--- src/rtl/mips_pkg.sv ---
// Shared types and constants for the MIPS fetch datapath.
package mips_pkg;

    typedef enum logic [1:0] {
        BOOT = 2'd0,
        RUN  = 2'd1,
        HALT = 2'd2
    } fetch_state_t;

    localparam int PC_STEP          = 4;
    localparam int INSTR_ALIGN_BITS = 2;

endpackage

--- src/rtl/pc_fetch_if.sv ---
// Redirect-request and fetch-address bundle between the control path and the PC stage.
interface pc_fetch_if #(
    parameter int WIDTH = 32
);
    logic             stall;
    logic             branch_taken;
    logic [WIDTH-1:0] branch_offset;
    logic             jump;
    logic [25:0]      jump_index;
    logic             jr;
    logic [WIDTH-1:0] jr_addr;
    logic [WIDTH-1:0] pc;
    logic [WIDTH-1:0] pc_plus4;
    logic             instr_valid;
    logic             fault;

    modport master (
        output stall, branch_taken, branch_offset, jump, jump_index, jr, jr_addr,
        input  pc, pc_plus4, instr_valid, fault
    );

    modport slave (
        input  stall, branch_taken, branch_offset, jump, jump_index, jr, jr_addr,
        output pc, pc_plus4, instr_valid, fault
    );
endinterface

--- src/rtl/mux2_1.sv ---
// Single-bit 2:1 multiplexer: y = sel ? b : a.
module mux2_1 (
    input  logic a,
    input  logic b,
    input  logic sel,
    output logic y
);
    assign y = sel ? b : a;
endmodule

--- src/rtl/pc_next_logic.sv ---
// Combinational next-PC formation: PC+4, branch/jump targets and prioritized select.
module pc_next_logic
    import mips_pkg::*;
#(
    parameter int WIDTH = 32
) (
    input  logic [WIDTH-1:0] pc,
    input  logic             branch_taken,
    input  logic [WIDTH-1:0] branch_offset,
    input  logic             jump,
    input  logic [25:0]      jump_index,
    input  logic             jr,
    input  logic [WIDTH-1:0] jr_addr,
    output logic [WIDTH-1:0] pc_plus4,
    output logic [WIDTH-1:0] next_pc,
    output logic             misaligned
);
    logic [WIDTH-1:0] branch_target;
    logic [WIDTH-1:0] jump_target;
    logic [WIDTH-1:0] seq_or_branch;

    // All arithmetic wraps modulo 2^WIDTH; no overflow is reported.
    assign pc_plus4      = pc + WIDTH'(PC_STEP);
    assign branch_target = pc_plus4 + (branch_offset << INSTR_ALIGN_BITS);

    // J-type target keeps the 256 MB region of the delay-slot address, so WIDTH is 32.
    assign jump_target   = {pc_plus4[WIDTH-1:WIDTH-4], jump_index, 2'b00};

    for (genvar i = 0; i < WIDTH; i++) begin : g_seq_mux
        mux2_1 u_mux (
            .a   (pc_plus4[i]),
            .b   (branch_target[i]),
            .sel (branch_taken),
            .y   (seq_or_branch[i])
        );
    end

    assign misaligned = jr && (jr_addr[INSTR_ALIGN_BITS-1:0] != '0);

    always_comb begin
        next_pc = seq_or_branch;
        if (jr)
            next_pc = jr_addr;
        else if (jump)
            next_pc = jump_target;
    end
endmodule

--- src/rtl/pc_fetch_unit.sv ---
// PC stage: holds the fetch address, sequences BOOT/RUN/HALT and latches JR alignment faults.
module pc_fetch_unit
    import mips_pkg::*;
#(
    parameter int               WIDTH      = 32,
    parameter logic [WIDTH-1:0] RESET_ADDR = 32'h0000_0000
) (
    input  logic       clk,
    input  logic       rst,
    pc_fetch_if.slave  bus
);
    fetch_state_t     state;
    logic [WIDTH-1:0] pc_q;
    logic [WIDTH-1:0] pc_plus4;
    logic [WIDTH-1:0] next_pc;
    logic             misaligned;
    logic             valid_q;
    logic             fault_q;

    pc_next_logic #(.WIDTH(WIDTH)) u_next (
        .pc            (pc_q),
        .branch_taken  (bus.branch_taken),
        .branch_offset (bus.branch_offset),
        .jump          (bus.jump),
        .jump_index    (bus.jump_index),
        .jr            (bus.jr),
        .jr_addr       (bus.jr_addr),
        .pc_plus4      (pc_plus4),
        .next_pc       (next_pc),
        .misaligned    (misaligned)
    );

    // Stall is tested before any request input is used, so unknown requests under stall cannot disturb state.
    always_ff @(posedge clk) begin
        if (rst) begin
            state   <= BOOT;
            pc_q    <= RESET_ADDR;
            valid_q <= 1'b0;
            fault_q <= 1'b0;
        end else begin
            case (state)
                BOOT: begin
                    state   <= RUN;
                    valid_q <= 1'b1;
                end
                RUN: begin
                    if (!bus.stall) begin
                        if (misaligned) begin
                            state   <= HALT;
                            valid_q <= 1'b0;
                            fault_q <= 1'b1;
                        end else begin
                            pc_q <= next_pc;
                        end
                    end
                end
                HALT: begin
                    valid_q <= 1'b0;
                end
                default: begin
                    state   <= HALT;
                    valid_q <= 1'b0;
                end
            endcase
        end
    end

    assign bus.pc          = pc_q;
    assign bus.pc_plus4    = pc_plus4;
    assign bus.instr_valid = valid_q;
    assign bus.fault       = fault_q;
endmodule

--- src/flat_wrapper.sv ---
// flat-port wrapper written by rule: the top's interface ports become plain ports
module pc_fetch_unit_flat import mips_pkg::*;
#(
    parameter int               WIDTH      = 32,
    parameter logic [WIDTH-1:0] RESET_ADDR = 32'h0000_0000
)
  (clk, rst, bus_stall, bus_branch_taken, bus_branch_offset, bus_jump, bus_jump_index, bus_jr, bus_jr_addr, bus_pc, bus_pc_plus4, bus_instr_valid, bus_fault);
  pc_fetch_if #(.WIDTH(WIDTH)) bus_i ();
  input  logic clk;
  input  logic rst;
  input wire logic [$bits(bus_i.stall)-1:0] bus_stall;
  input wire logic [$bits(bus_i.branch_taken)-1:0] bus_branch_taken;
  input wire logic [$bits(bus_i.branch_offset)-1:0] bus_branch_offset;
  input wire logic [$bits(bus_i.jump)-1:0] bus_jump;
  input wire logic [$bits(bus_i.jump_index)-1:0] bus_jump_index;
  input wire logic [$bits(bus_i.jr)-1:0] bus_jr;
  input wire logic [$bits(bus_i.jr_addr)-1:0] bus_jr_addr;
  output wire logic [$bits(bus_i.pc)-1:0] bus_pc;
  output wire logic [$bits(bus_i.pc_plus4)-1:0] bus_pc_plus4;
  output wire logic [$bits(bus_i.instr_valid)-1:0] bus_instr_valid;
  output wire logic [$bits(bus_i.fault)-1:0] bus_fault;
  assign bus_i.stall = bus_stall;
  assign bus_i.branch_taken = bus_branch_taken;
  assign bus_i.branch_offset = bus_branch_offset;
  assign bus_i.jump = bus_jump;
  assign bus_i.jump_index = bus_jump_index;
  assign bus_i.jr = bus_jr;
  assign bus_i.jr_addr = bus_jr_addr;
  assign bus_pc = bus_i.pc;
  assign bus_pc_plus4 = bus_i.pc_plus4;
  assign bus_instr_valid = bus_i.instr_valid;
  assign bus_fault = bus_i.fault;
  pc_fetch_unit #(.WIDTH(WIDTH), .RESET_ADDR(RESET_ADDR)) u_core (.clk(clk), .rst(rst), .bus(bus_i));
endmodule
--- config.mk ---
export PLATFORM = sky130hd
export DESIGN_NAME = pc_fetch_unit_flat
export DESIGN_NICKNAME = d
export VERILOG_FILES = /design/src/rtl/mips_pkg.sv /design/src/rtl/pc_fetch_if.sv /design/src/rtl/mux2_1.sv /design/src/rtl/pc_next_logic.sv /design/src/rtl/pc_fetch_unit.sv /design/src/flat_wrapper.sv
export SDC_FILE = /design/constraint.sdc
export NUM_CORES = 1
export LEC_CHECK = 0
export CAP_MARGIN = 20
export CORE_ASPECT_RATIO = 1.25
export CORE_MARGIN = 2
export CORE_UTILIZATION = 45
export DETAILED_ROUTE_END_ITERATION = 6
export PLACE_DENSITY = 0.83
export SYNTH_ARGS = -nofsm -noshare
export SYNTH_HDL_FRONTEND = slang
export SYNTH_HIERARCHICAL = 1
export SYNTH_SLANG_ARGS = --single-unit
--- constraint.sdc ---
create_clock -name clk -period 4.85 [get_ports clk]
set_clock_uncertainty 0.2 [all_clocks]
set_input_delay 1.2125 -clock clk [delete_from_list [all_inputs] [get_ports clk]]
set_output_delay 1.2125 -clock clk [all_outputs]
set_load 0.05 [all_outputs]
### Word level (Yosys, flattened, before mapping)

Cells that the tools add are included.

| word-level totals | value |
|---|---|
| register bits | 36 |
| output and inout port bits | 66 |
| logic and storage cells | 60 |

| operators by class | value |
|---|---|
| add/subtract/negate cells | 2 |
| equality and inequality tests | 4 |
| muxes and demuxes | 40 |
| bitwise logic cells | 3 |
| reductions and logical operators | 7 |

Operator list:

| operator | count |
|---|---|
| $mux W32 | 2 |
| $mux W1 | 34 |
| $add A32 B3 Y32 const B | 1 |
| $add A32 B32 Y32 | 1 |
| $reduce_and A3 Y1 | 3 |
| $pmux W2 S3 | 1 |
| $mux W2 | 2 |
| $not A1 Y1 | 3 |
| $eq A2 B1 Y1 const B | 1 |
| $eq A2 B2 Y1 const B | 1 |
| $logic_not A2 Y1 | 1 |
| $ne A2 B1 Y1 const B | 1 |
| $ne A2 B2 Y1 const B | 1 |
| $pmux W1 S2 | 1 |
| $reduce_and A2 Y1 | 1 |
| $reduce_bool A2 Y1 | 1 |
| $logic_and A1 B1 Y1 | 1 |

### Depth between registers and ports, before layout

| depth | value |
|---|---|
| word-level depth | 5 |
| depth in mapped cells | 20 |
| mapped depth without buffers | 18 |

### By module

Netlist, hierarchy kept.

By module, submodules not included:

| module | instances | cells each | area an instance (µm²) | sequential area each (µm²) |
|---|---|---|---|---|
| pc_next_logic | 1 | 403 | 2,778.9 | 0.0 |
| pc_fetch_unit | 1 | 151 | 1,582.8 | 720.7 |
| mux2_1 | 32 | 1 | 15.0 | 0.0 |

### Worst setup path after synthesis

Ideal clock, no wire load.

| timing | value |
|---|---|
| path type | reg2reg |
| start | register u_core.pc_q[9], in the netlist u_core/bus.pc[9] |
| end | register u_core.pc_q[30], in the netlist u_core/bus.pc[30] |
| arrival time | 4,630 ps |
| setup slack | -100 ps |
| stages on the path, launching flop included | 18 |
| buffers on the path | 1 |
| path through | dfxtp_1 -> nand4_2 -> nor4_4 -> and2_4 -> nand3_1 -> xnor2_1 -> ha_1 -> clkbuf_1 -> a21oi_1 -> o21ai_0 -> a311oi_1 -> o221ai_1 -> xor2_1 -> mux2_4 -> mux2i_1 -> o21ai_0 -> nand2b_1 -> mux2i_1 |

| on the way | value |
|---|---|
| longest elaborated chain between the ends | 5 |

RTL lines:

| item | RTL line | text |
|---|---|---|
| start, declared | pc_fetch_unit.sv:13 | `logic [WIDTH-1:0] pc_q;` |
| start signal, assigned | pc_fetch_unit.sv:53 | `pc_q <= next_pc;` |
| $add A32 B3 Y32 | pc_next_logic.sv:23 | `assign pc_plus4 = pc + WIDTH'(PC_STEP);` |
| via bus_pc_plus4[25] | flat_wrapper.sv:19 | `output wire logic [$bits(bus_i.pc_plus4)-1:0] bus_pc_plus4;` |
| $add A32 B32 Y32 | pc_next_logic.sv:24 | `assign branch_target = pc_plus4 + (branch_offset << INSTR_ALIGN_BITS);` |
| via u_core.u_next.branch_target[30] | pc_next_logic.sv:18 | `logic [WIDTH-1:0] branch_target;` |
| $mux W1 | mux2_1.sv:8 | `assign y = sel ? b : a;` |
| via u_core.u_next.seq_or_branch[30] | pc_next_logic.sv:20 | `logic [WIDTH-1:0] seq_or_branch;` |
| $mux W32 | pc_next_logic.sv:44 | `else if (jump)` |
| $mux W32 | pc_next_logic.sv:42 | `if (jr)` |
| via u_core.next_pc[30] | pc_fetch_unit.sv:15 | `logic [WIDTH-1:0] next_pc;` |

The timed path passes the listed nets, and every way through them passes these cells.
A chain may end at the register's enable or synchronous reset.

### Worst setup path after layout

| timing | value |
|---|---|
| start | register u_core.pc_q[4], in the netlist u_core/bus.pc[4] |
| end | register u_core.pc_q[28], in the netlist u_core/bus.pc[28] |

| on the way | value |
|---|---|
| longest elaborated chain between the ends | 5 |

RTL lines:

| item | RTL line |
|---|---|
| $add A32 B3 Y32 | pc_next_logic.sv:23 |
| $add A32 B32 Y32 | pc_next_logic.sv:24 |
| via u_core.u_next.branch_target[28] | pc_next_logic.sv:18 |
| $mux W1 | mux2_1.sv:8 |
| via u_core.u_next.seq_or_branch[28] | pc_next_logic.sv:20 |
| $mux W32 | pc_next_logic.sv:44 |
| $mux W32 | pc_next_logic.sv:42 |
| via u_core.next_pc[28] | pc_fetch_unit.sv:15 |

The timed path passes the listed nets, and every way through them passes these cells.

==> flow_summary.ini <==
[outcome]
status = complete, no violations

[critical_path]
start_kind = flop
reg2reg_from = u_core/bus.pc[4]
crit_path_max_fanout = 9
r2r_end = u_core/bus.pc[28]
worstSetupEndpointType = flop
crit_arrival_ns = 4.50
slowest_stage = dfxtp_1
critical_path.cell_chain = and4_1 -> and4_2 -> nand4_1 -> xnor2_2 -> ha_1 -> and4_1 -> and3_1 -> a22oi_1 -> a221oi_2 -> and3_1 -> a41oi_1 -> xnor2_1 -> mux2_4 -> mux2i_1 -> o21ai_0 -> nand2b_1 -> mux2i_1
rr_worst_depth = 17
cpPeakStageDelay_ns = 0.48
setup.worst_path.end = u_core/bus.pc[28]
startpoint = u_core/bus.pc[4]
reg2reg_slack_ns = 0.29
critical_path_class = reg -> reg
required_ns = 4.79

[grt]
track_usage_pct = 25.60
grt_max_degree = 69
overflow = 0
grt_first_pass_wirelength_um = 24580
grt_pass1_vias = 4960
antenna_found_initial = 0

[routing]
vias_per_cell = 5.730
drt_iter0_drc = 217
drc = 0
firstDrtPassIters = 5
num_vias = 4991
wl_per_cell_um = 17.73
detail-route-antenna-nets = 0
postRouteWirelength_um = 15450

[synth]
synth_fa_ha_area_share_pct = 8.941
yosys_warnings = 6
synth_edf_count = 0
synth_xor_area_share_pct = 10.47
synth-seq-area-share_pct = 14.88
synth.ff_latch_count = 36
syn-cell-area_sq_um = 4842
avgSynthCellArea_sq_um = 8.263
synthMuxAreaShare_pct = 22.53
synth_simple_gate_area_share_pct = 23.90
synth_top_family_by_area = simple AND/OR/NAND/NOR gates
synthFlopType = dfxtp_1
synth_cells = 586
synth_nets = 716
synth_compound_area_share_pct = 15.76
synthArstFlopShare_pct = 0
yosysUniqueCellTypes = 58

[clock_network]
cts_resized = 0
cts_setup_buffers = 0
insertion_delay_ns = 0.28
cts_tree = built
cts.sink_count = 36
clock_path_buffers = 2
cts-root-buf = clkbuf_16
cts_max_level = 2
cts_inserted_buffers = 5
path_clk_slew_ns = 0.06
cts_hold_buf = 0

[layout]
post-route-util_pct = 63.95
layoutNonFillerInstCount = 871
antenna_cells = 0
final_area_sq_um = 6755
nNetsFinal = 869
fill_cells = 879
drive_above_1_share_pct = 10.69
area_growth_syn_to_layout_pct = 39.51

[floorplan]
die_y_um = 120.0
die_w_um = 96.78
dieArea_sq_um = 11610
ios = 162
num_rows = 42
core-area_sq_um = 10560
start_util_pct = 45.84

[flow_run]
maxCapViolCount = 0

[placement]
dp_hpwl_um = 11750
post_dp_cell_area_sq_um = 6575
io_buffers = 159
numPlacedInstances = 863
place_congestion = 0.9434

[worst_hold_path]
hold_class = reg -> reg
min_from = u_core/bus.fault

[timing]
fmax_mhz = 219.5
drv_slew = 0
finalSetupViolCount = 0
period_share_pct = 93.92
hold_violations = 0
tns_ns = 0
rsz0062_at_grt = no
tightestPinTransition_ns = 0.8737
relSlewSlack_pct = 41.76
fin_crit_ns = 4.555

[pwr]
power_density_nw_per_um2 = 178.2
p_leak_nw = 2.847
ir_drop_v = 0.0001301
report.power.total_w = 0.001204
## cells in the mapped netlist, drive strengths merged (2+ instances only)
cell	n	share of area, %
nand2b	65	8.4
mux2i	61	13
nand2	56	4.4
o21ai	50	5.2
xnor2	38	7.0
dfxtp	36	15
ha	33	8.5
mux2	32	9.9
a21oi	29	3.1
nor2	21	1.6
clkbuf	20	1.6
nand3	20	2.1
xor2	19	3.4
and3	11	1.4
nand4	11	1.6
a21o	10	1.6
inv	9	0.70
buf	8	1.3
and4	7	1.3
and2	4	0.57
nor2b	4	0.52
nor3	4	0.41
a31o	3	0.54
a31oi	3	0.39
o21a	3	0.47
o21bai	3	0.47
a21boi	2	0.31
a22o	2	0.36
o221ai	2	0.49
or3	2	0.26
## logic make-up (layout without fill, tap and decap cells)
family | Yosys count | after routing
xor+xnor | 57 | 57
flops | 36 | 36
simple gates | 209 | 209
fa+ha+maj | 34 | 34
mux | 93 | 93
compound gates | 120 | 120
buf+inv | 37 | 190
## where the power goes
group / internal, W / leakage (nW) / switching [W]
clock network: 0.000216 / 0.0760 / 0.000122
logic: 0.000261 / 2.48 / 0.000279
registers: 0.000309 / 0.293 / 0.0000183
## placed cells by master, fill, tap and decap left out, types with 3 or more instances in the layout
cell,count
a21oi_1,28
nor2_1,21
xor2_1,19
a31o_2,3
clkdlybuf4s50_1,156
mux2i_1,61
buf_4,14
mux2_4,32
a21o_1,10
dfxtp_1,36
nor2b_1,4
and4_1,6
o21a_1,3
and2_1,3
xnor2_2,4
o21ai_0,49
nand2_1,54
inv_1,9
nand4_1,10
nor3_1,4
buf_2,3
clkbuf_16,5
o21bai_1,3
nand2b_1,65
nand3_1,20
and3_1,11
xnor2_1,34
ha_1,33
## per-layer routing
layer / up-vias / share of wire [%] / global-route usage (%)
met5: - / 0 / 0
met4: 0 / 1.3 / 5.546
met3: 20 / 7.3 / 4.310
met2: 232 / 51 / 47.22
met1: 2338 / 41 / 31.04
li1: 2401 / - / -
## stage by stage
step	hold slack, ns	worst slack, ns
2_1_floorplan	0.2587	0.03889
3_3_place_gp	0.2355	0.1002
3_5_place_dp	0.2480	0.08421
4_1_cts	0.2563	0.2628
5_1_grt	0.3023	0.07485
6_report	0.2537	0.2949
## worst max-delay path, delay by kind of cell, from the launching register on
kind | cells | cell delay (ns)
xor gates and xnor gates | 2 | 0.43
AOI/OAI and AO/OA | 4 | 0.76
and+or+nand+nor | 7 | 1.69
adders and majority gates | 1 | 0.39
muxes | 3 | 0.45
DFF | 1 | 0.48
## state kept, by name, summed over array words and instances, names as in the netlist
signal	flops
u_core/bus.instr_valid	1
u_core/bus.pc	32
u_core/bus.fault	1
u_core/state	2
## worst min-delay path by stage
stage                             end  slack [ns]  cells past startpoint
3_5_place_dp         u_core/bus.fault        0.25                      2
6_report             u_core/bus.fault        0.25                      2
5_1_grt              u_core/bus.fault        0.30                      2
4_1_cts              u_core/bus.fault        0.26                      2
2_1_floorplan  u_core/bus.instr_valid        0.26                      1
3_3_place_gp         u_core/bus.fault        0.24                      2
## area by class of cell
| type | count | area (sq um) | share of cell area, % |
|---|---|---|---|
| flip-flops and latches | 36 | 720.7 | 10.67 |
| clock buffers | 7 | 152.6 | 2.260 |
| repair buffers | 174 | 1702 | 25.19 |
| inverters | 9 | 33.78 | 0.5001 |
| multi-input cells | 513 | 3981 | 58.94 |
| well taps | 132 | 165.2 | 2.445 |
(Power assumes the default switching activity.)
